**src/rtl/mem_bank_arbiter.sv**
```systemverilog
// Two-requester arbiter and sequencer for the shared 16-bit data-memory path.
// Optional feature macro: MEM_ARB_FIXED_PRIO_EN (requester 0 always wins; default is round-robin).
module mem_bank_arbiter #(
    parameter int unsigned ADDR_W   = 16,
    parameter int unsigned DATA_W   = 16,
    parameter int unsigned RD_LAT   = 2,
    parameter int unsigned BANK_BIT = 15
) (
    input  logic              clk,
    input  logic              rst,
    input  logic              req0,
    input  logic              req1,
    input  logic              we0,
    input  logic              we1,
    input  logic [ADDR_W-1:0] addr0,
    input  logic [ADDR_W-1:0] addr1,
    input  logic [DATA_W-1:0] wdata0,
    input  logic [DATA_W-1:0] wdata1,
    output logic              gnt0,
    output logic              gnt1,
    output logic              rvalid0,
    output logic              rvalid1,
    output logic [DATA_W-1:0] rdata,
    output logic              mem_en,
    output logic              mem_we,
    output logic [ADDR_W-1:0] mem_addr,
    output logic [DATA_W-1:0] mem_wdata,
    output logic              bank_sel,
    input  logic [DATA_W-1:0] mem_rdata,
    output logic              busy
);

    localparam int unsigned CNT_W = $clog2(RD_LAT + 1);

    typedef enum logic [1:0] {
        S_IDLE  = 2'd0,
        S_ISSUE = 2'd1,
        S_WAIT  = 2'd2,
        S_RESP  = 2'd3
    } state_t;

    state_t              r_state;
    state_t              w_state_nxt;
    logic                w_grant;
    logic                w_grant_id;
    logic                w_pick1;
    logic                w_cnt_load;
    logic                w_cnt_dec;
    logic                w_capture;
    logic                w_sel_we;
    logic [ADDR_W-1:0]   w_sel_addr;
    logic [DATA_W-1:0]   w_sel_wdata;

    logic                r_gnt0;
    logic                r_gnt1;
    logic                r_rvalid0;
    logic                r_rvalid1;
    logic [DATA_W-1:0]   r_rdata;
    logic                r_mem_en;
    logic                r_mem_we;
    logic [ADDR_W-1:0]   r_mem_addr;
    logic [DATA_W-1:0]   r_mem_wdata;
    logic                r_bank_sel;
    logic                r_busy;
    logic                r_owner;
    logic                r_we;
    logic [CNT_W-1:0]    r_cnt;

`ifdef MEM_ARB_FIXED_PRIO_EN
    assign w_pick1 = ~req0;
`else
    logic r_last;
    // Round-robin: on a tie, grant whichever requester was not granted last.
    assign w_pick1 = (req0 && req1) ? ~r_last : req1;
`endif

    assign w_sel_we    = w_grant_id ? we1    : we0;
    assign w_sel_addr  = w_grant_id ? addr1  : addr0;
    assign w_sel_wdata = w_grant_id ? wdata1 : wdata0;

    always_ff @(posedge clk or posedge rst) begin
        if (rst) begin
            r_state <= S_IDLE;
        end else begin
            r_state <= w_state_nxt;
        end
    end

    always_comb begin
        w_state_nxt = r_state;
        w_grant     = 1'b0;
        w_grant_id  = 1'b0;
        w_cnt_load  = 1'b0;
        w_cnt_dec   = 1'b0;
        w_capture   = 1'b0;
        case (r_state)
            S_IDLE: begin
                if (req0 || req1) begin
                    w_grant     = 1'b1;
                    w_grant_id  = w_pick1;
                    w_state_nxt = S_ISSUE;
                end
            end
            S_ISSUE: begin
                if (r_we) begin
                    w_state_nxt = S_IDLE;
                end else begin
                    w_cnt_load  = 1'b1;
                    w_state_nxt = S_WAIT;
                end
            end
            S_WAIT: begin
                // Counter hits 0 in the cycle mem_rdata is valid; capture at its end.
                if (r_cnt == '0) begin
                    w_capture   = 1'b1;
                    w_state_nxt = S_RESP;
                end else begin
                    w_cnt_dec = 1'b1;
                end
            end
            S_RESP: begin
                w_state_nxt = S_IDLE;
            end
            default: begin
                w_state_nxt = S_IDLE;
            end
        endcase
    end

    always_ff @(posedge clk or posedge rst) begin
        if (rst) begin
            r_gnt0      <= 1'b0;
            r_gnt1      <= 1'b0;
            r_rvalid0   <= 1'b0;
            r_rvalid1   <= 1'b0;
            r_rdata     <= '0;
            r_mem_en    <= 1'b0;
            r_mem_we    <= 1'b0;
            r_mem_addr  <= '0;
            r_mem_wdata <= '0;
            r_bank_sel  <= 1'b0;
            r_busy      <= 1'b0;
            r_owner     <= 1'b0;
            r_we        <= 1'b0;
            r_cnt       <= '0;
        end else begin
            r_gnt0    <= w_grant & ~w_grant_id;
            r_gnt1    <= w_grant & w_grant_id;
            r_mem_en  <= w_grant;
            r_mem_we  <= w_grant & w_sel_we;
            r_rvalid0 <= w_capture & ~r_owner;
            r_rvalid1 <= w_capture & r_owner;
            r_busy    <= (w_state_nxt != S_IDLE);
            if (w_grant) begin
                r_owner     <= w_grant_id;
                r_we        <= w_sel_we;
                r_mem_addr  <= w_sel_addr;
                r_mem_wdata <= w_sel_wdata;
                r_bank_sel  <= w_sel_addr[BANK_BIT];
            end
            if (w_cnt_load) begin
                r_cnt <= CNT_W'(RD_LAT - 1);
            end else if (w_cnt_dec) begin
                r_cnt <= r_cnt - CNT_W'(1);
            end
            if (w_capture) begin
                r_rdata <= mem_rdata;
            end
        end
    end

`ifndef MEM_ARB_FIXED_PRIO_EN
    always_ff @(posedge clk or posedge rst) begin
        if (rst) begin
            r_last <= 1'b1;
        end else if (w_grant) begin
            r_last <= w_grant_id;
        end
    end
`endif

    assign gnt0      = r_gnt0;
    assign gnt1      = r_gnt1;
    assign rvalid0   = r_rvalid0;
    assign rvalid1   = r_rvalid1;
    assign rdata     = r_rdata;
    assign mem_en    = r_mem_en;
    assign mem_we    = r_mem_we;
    assign mem_addr  = r_mem_addr;
    assign mem_wdata = r_mem_wdata;
    assign bank_sel  = r_bank_sel;
    assign busy      = r_busy;

endmodule

```
**config.mk**
```make
export PLATFORM = sky130hd
export DESIGN_NAME = mem_bank_arbiter
export DESIGN_NICKNAME = d
export VERILOG_FILES = /design/src/rtl/mem_bank_arbiter.sv
export SDC_FILE = /design/constraint.sdc
export NUM_CORES = 1
export LEC_CHECK = 0
export BUFFER_PORTS_ARGS = -buffer_cell sky130_fd_sc_hd__buf_4
export CORE_MARGIN = 5
export CORE_UTILIZATION = 48
export DETAILED_ROUTE_END_ITERATION = 16
export HOLD_SLACK_MARGIN = 0.08
export PLACE_DENSITY_LB_ADDON = 0.05
export REMOVE_ABC_BUFFERS = 1
export SLEW_MARGIN = 20
export SYNTH_ARGS = -nofsm -noshare
export SYNTH_HDL_FRONTEND = slang
export SYNTH_SLANG_ARGS = --single-unit
```
**constraint.sdc**
```tcl
create_clock -name clk -period 3.1 [get_ports clk]
set_input_delay 0.31 -clock clk [delete_from_list [all_inputs] [get_ports clk]]
set_output_delay 0.31 -clock clk [all_outputs]
set_load 0.01 [all_outputs]
```
==> results by group <==
Logic synthesis
  • Post-synth EDFFs: 0
  • Most common cell in the netlist: dfrtp_1
  • Post-synthesis register bit count: 62
  • Area leader, netlist: dfrtp_1
  • Post-Syn Area per Cell: 13.5 um2
  • Top_reg_cell synth: dfrtp_1
  • Post-synthesis cell count: 193
  • Synth warn: 0
  • Mapped Area: 2610 um2
  • Top cell type's share of synthesized area: 0.585
  • Post-synth top cells: dfrtp_1, and3_1, a221o_1
  • Async SR Flop Fraction: 1.00
  • Register area share after synthesis: 0.595
  • Top post-synthesis cells by area: dfrtp_1, a221o_1, and3_1
  • Number of distinct library cells after synthesis: 26

Routing
  • Pre-antenna DRT Iters: 4
  • DRC: 0
  • Avg WL per Cell: roughly 17 um
  • Final ANT Viol Nets: 0
  • Total number of vias: roughly 2.2k
  • DR vias/cell: 5.43
  • Detailed Route WL: 6.89 mm
  • Initial DRC Count: 177

Timing
  • Setup_tns: 0 ns
  • Final period util: 0.617
  • Min setup slack post-route: 1.19 ns
  • Worst slew margin: 0.398
  • Final setup viols: 0
  • Clock Skew: 0.0108 ns
  • Final min period: 1.91 ns
  • RSZ-0062 raised after global routing: false
  • Fmax: 0.523 GHz
  • Final Hold Fails: 0
  • Worst-margin pin slew: 0.899 ns
  • Final Max Tran Viols: 0

Clocking
  • Root Buffer: clkbuf_8
  • Buffer count from post-CTS setup fixing: 0
  • Clock sink count: 62
  • PostCTS Resize Cnt: 0
  • Worst-Skew Late Latency: 0.33 ns
  • Clock Pin Slew Worst Setup and Hold Paths: ~0.07 ns
  • CTS buffer count: 9
  • CTS tree: yes
  • H-Tree Depth: 3
  • Hold-fix buffers, CTS: 1
  • Max clock buf depth: 2

Placed design
  • Placed Cells: approximately 390
  • Port Buffers: ~140
  • Routability congestion estimate: between 0.7 and 0.8
  • Placement Setup Slack: approximately 1.2 ns
  • DP HPWL: 5.06 mm

GRT
  • Largest net degree at the start of global routing: 40
  • Initial antenna violation count: 0
  • Met3 usage: 0.0602
  • Grt met2 use: 0.316
  • GR peak layer: met2
  • Global-route wire length before repair: 11.1 mm
  • Overflow after GRT: 0
  • Vias in the first global route: 2248
  • Total GRT Usage: 0.199
  • Met1 Use GR: 0.250

Pwr
  • NetSw: approximately 0.0013 W
  • Combinational share of power: 0.430
  • Seq pwr share: 0.372
  • Switching Fraction: 0.331
  • Maximum vdd ir drop: between 0.0005 and 0.0006 V
  • PwrDens: between 900 and 1000 nW/um2
  • Clock network fraction of total power: 0.198
  • Leakage: 2.07 nW
  • P_int: between 0.002 and 0.003 W

Floorplan
  • Site Rows: 26
  • Vert. Die Dim: approximately 84 um
  • Total die area: 7010 um2
  • Die X: approximately 84 um
  • I/O Pins: between 100 and 150
  • Core area: roughly 5200 um2
  • Initial Utilization: 0.501

Finish
  • Final net count: 420
  • # diodes: 0
  • Share of cells above drive strength 1: 0.524
  • Area Growth Syn to Fin: 48.7%
  • Fillers: between 300 and 400
  • Final non-filler cell total: 408

Critical path
  • Reg2Reg Launch Point: r_state[0]
  • Worst R2R Path Depth: 4
  • Critical Path Fanout Max: 30
  • Reg2reg end: mem_addr[14]
  • Crit path from: r_state[0]
  • Crit path DAT: 2.17 ns
  • Worst Path Required: 3.35 ns
  • Type of origin of the critical path: flop
  • Crit. End Element: flop
  • CP Class: flop to flop
  • Worst reg-to-reg setup slack: 1.19 ns

Min path
  • Tightest Hold Check Type: primary input to flop
  • Hold depth: 2
  • Hold Path Sink: mem_we
  • Hold wc startpoint: we0

Run
  • MaxCap Viol Count: 0

Status
  • Status: complete, no violations
-- power by group through the flow --
| stage | combinational [W] | clock, W | sequential, W |
|---|---|---|---|
| after CTS | 0.00169 | 0.000779 | 0.00144 |
| after detailed placement | 0.00170 | 0 | 0.00144 |
| after global placement | 0.00165 | 0 | 0.00143 |
| final | 0.00166 | 0.000766 | 0.00144 |
| after floorplan | 0.000700 | 0 | 0.00157 |
| after global routing | 0.00182 | 0.000817 | 0.00148 |
-- critical path: stages (launching register included) --
cell and delay, ns:
dfrtp_1 0.43, nor2_2 0.43, and3_1 0.39, buf_4 0.37, a221o_1 0.22
-- logic make-up (layout without fill, tap and decap cells) --
kind of cell               after synthesis  after routing  share of synthesized area
buffers and inverters                   20            165                     0.0532
and+or+nand+nor                         51             51                      0.117
AOI/OAI and AO/OA                       42             42                      0.157
adders and majority gates                1              1                    0.00479
DFF                                     62             62                      0.595
muxes                                   17             17                     0.0729
-- per-stage QoR --
stage	utilization	instance area, um2	hold slack, ns	power (W)
2_1_floorplan	-	2490	0.419	0.00227
3_3_place_gp	0.702	3650	0.358	0.00308
3_5_place_dp	0.702	3650	0.361	0.00314
4_1_cts	0.745	3880	0.178	0.00391
5_1_grt	0.745	3880	0.169	0.00411
6_report	0.745	3880	0.190	0.00387
-- flip-flops by register name, summed over array words and instances, names as in the netlist, 2 cells and up --
signal	cells
mem_addr	16
mem_wdata	16
r_cnt	2
r_state	2
rdata	16
-- how the worst max path moves through the flow --
| stage | endpoint | slack, ns | cells after the start |
|---|---|---|---|
| CTS | mem_addr[14] | 1.18 | 4 |
| detailed placement | mem_addr[14] | 1.19 | 4 |
| global route | mem_addr[11] | 1.01 | 4 |
| global placement | mem_addr[10] | 1.22 | 4 |
| finish | mem_addr[14] | 1.19 | 4 |
| floorplan | mem_addr[0] | 0.93 | 3 |
-- placed cells by master, fill, tap and decap left out, types with 2 or more instances in the layout --
master / n
clkbuf_1: 2
dfrtp_1: 61
mux2_1: 4
a21o_1: 2
a221o_1: 33
a21oi_1: 2
inv_1: 3
nor2_1: 6
clkbuf_8: 10
mux2_2: 12
o21ai_0: 2
buf_4: 144
bufinv_16: 2
nor2b_1: 2
clkinv_2: 2
and3_1: 35
nand2b_1: 2
nand2_1: 2
-- layer usage --
metal,routed length (um),up-vias
met4,147,0
met1,2820,1075
li1,-,1010
met2,3370,116
met5,0,-
met3,553,15
-- area by class of cell --
class                      count  area [um2]  share of cell area
inverter                       4        15.0             0.00387
sequential                    62        1550               0.400
tap                           70        87.6              0.0226
multi-input combinational    111         918               0.237
clock buffer                  12         145              0.0374
timing repair buffer         145        1090               0.281
clock inverter                 4        70.1              0.0181
Power figures use the tool's default switching activity.
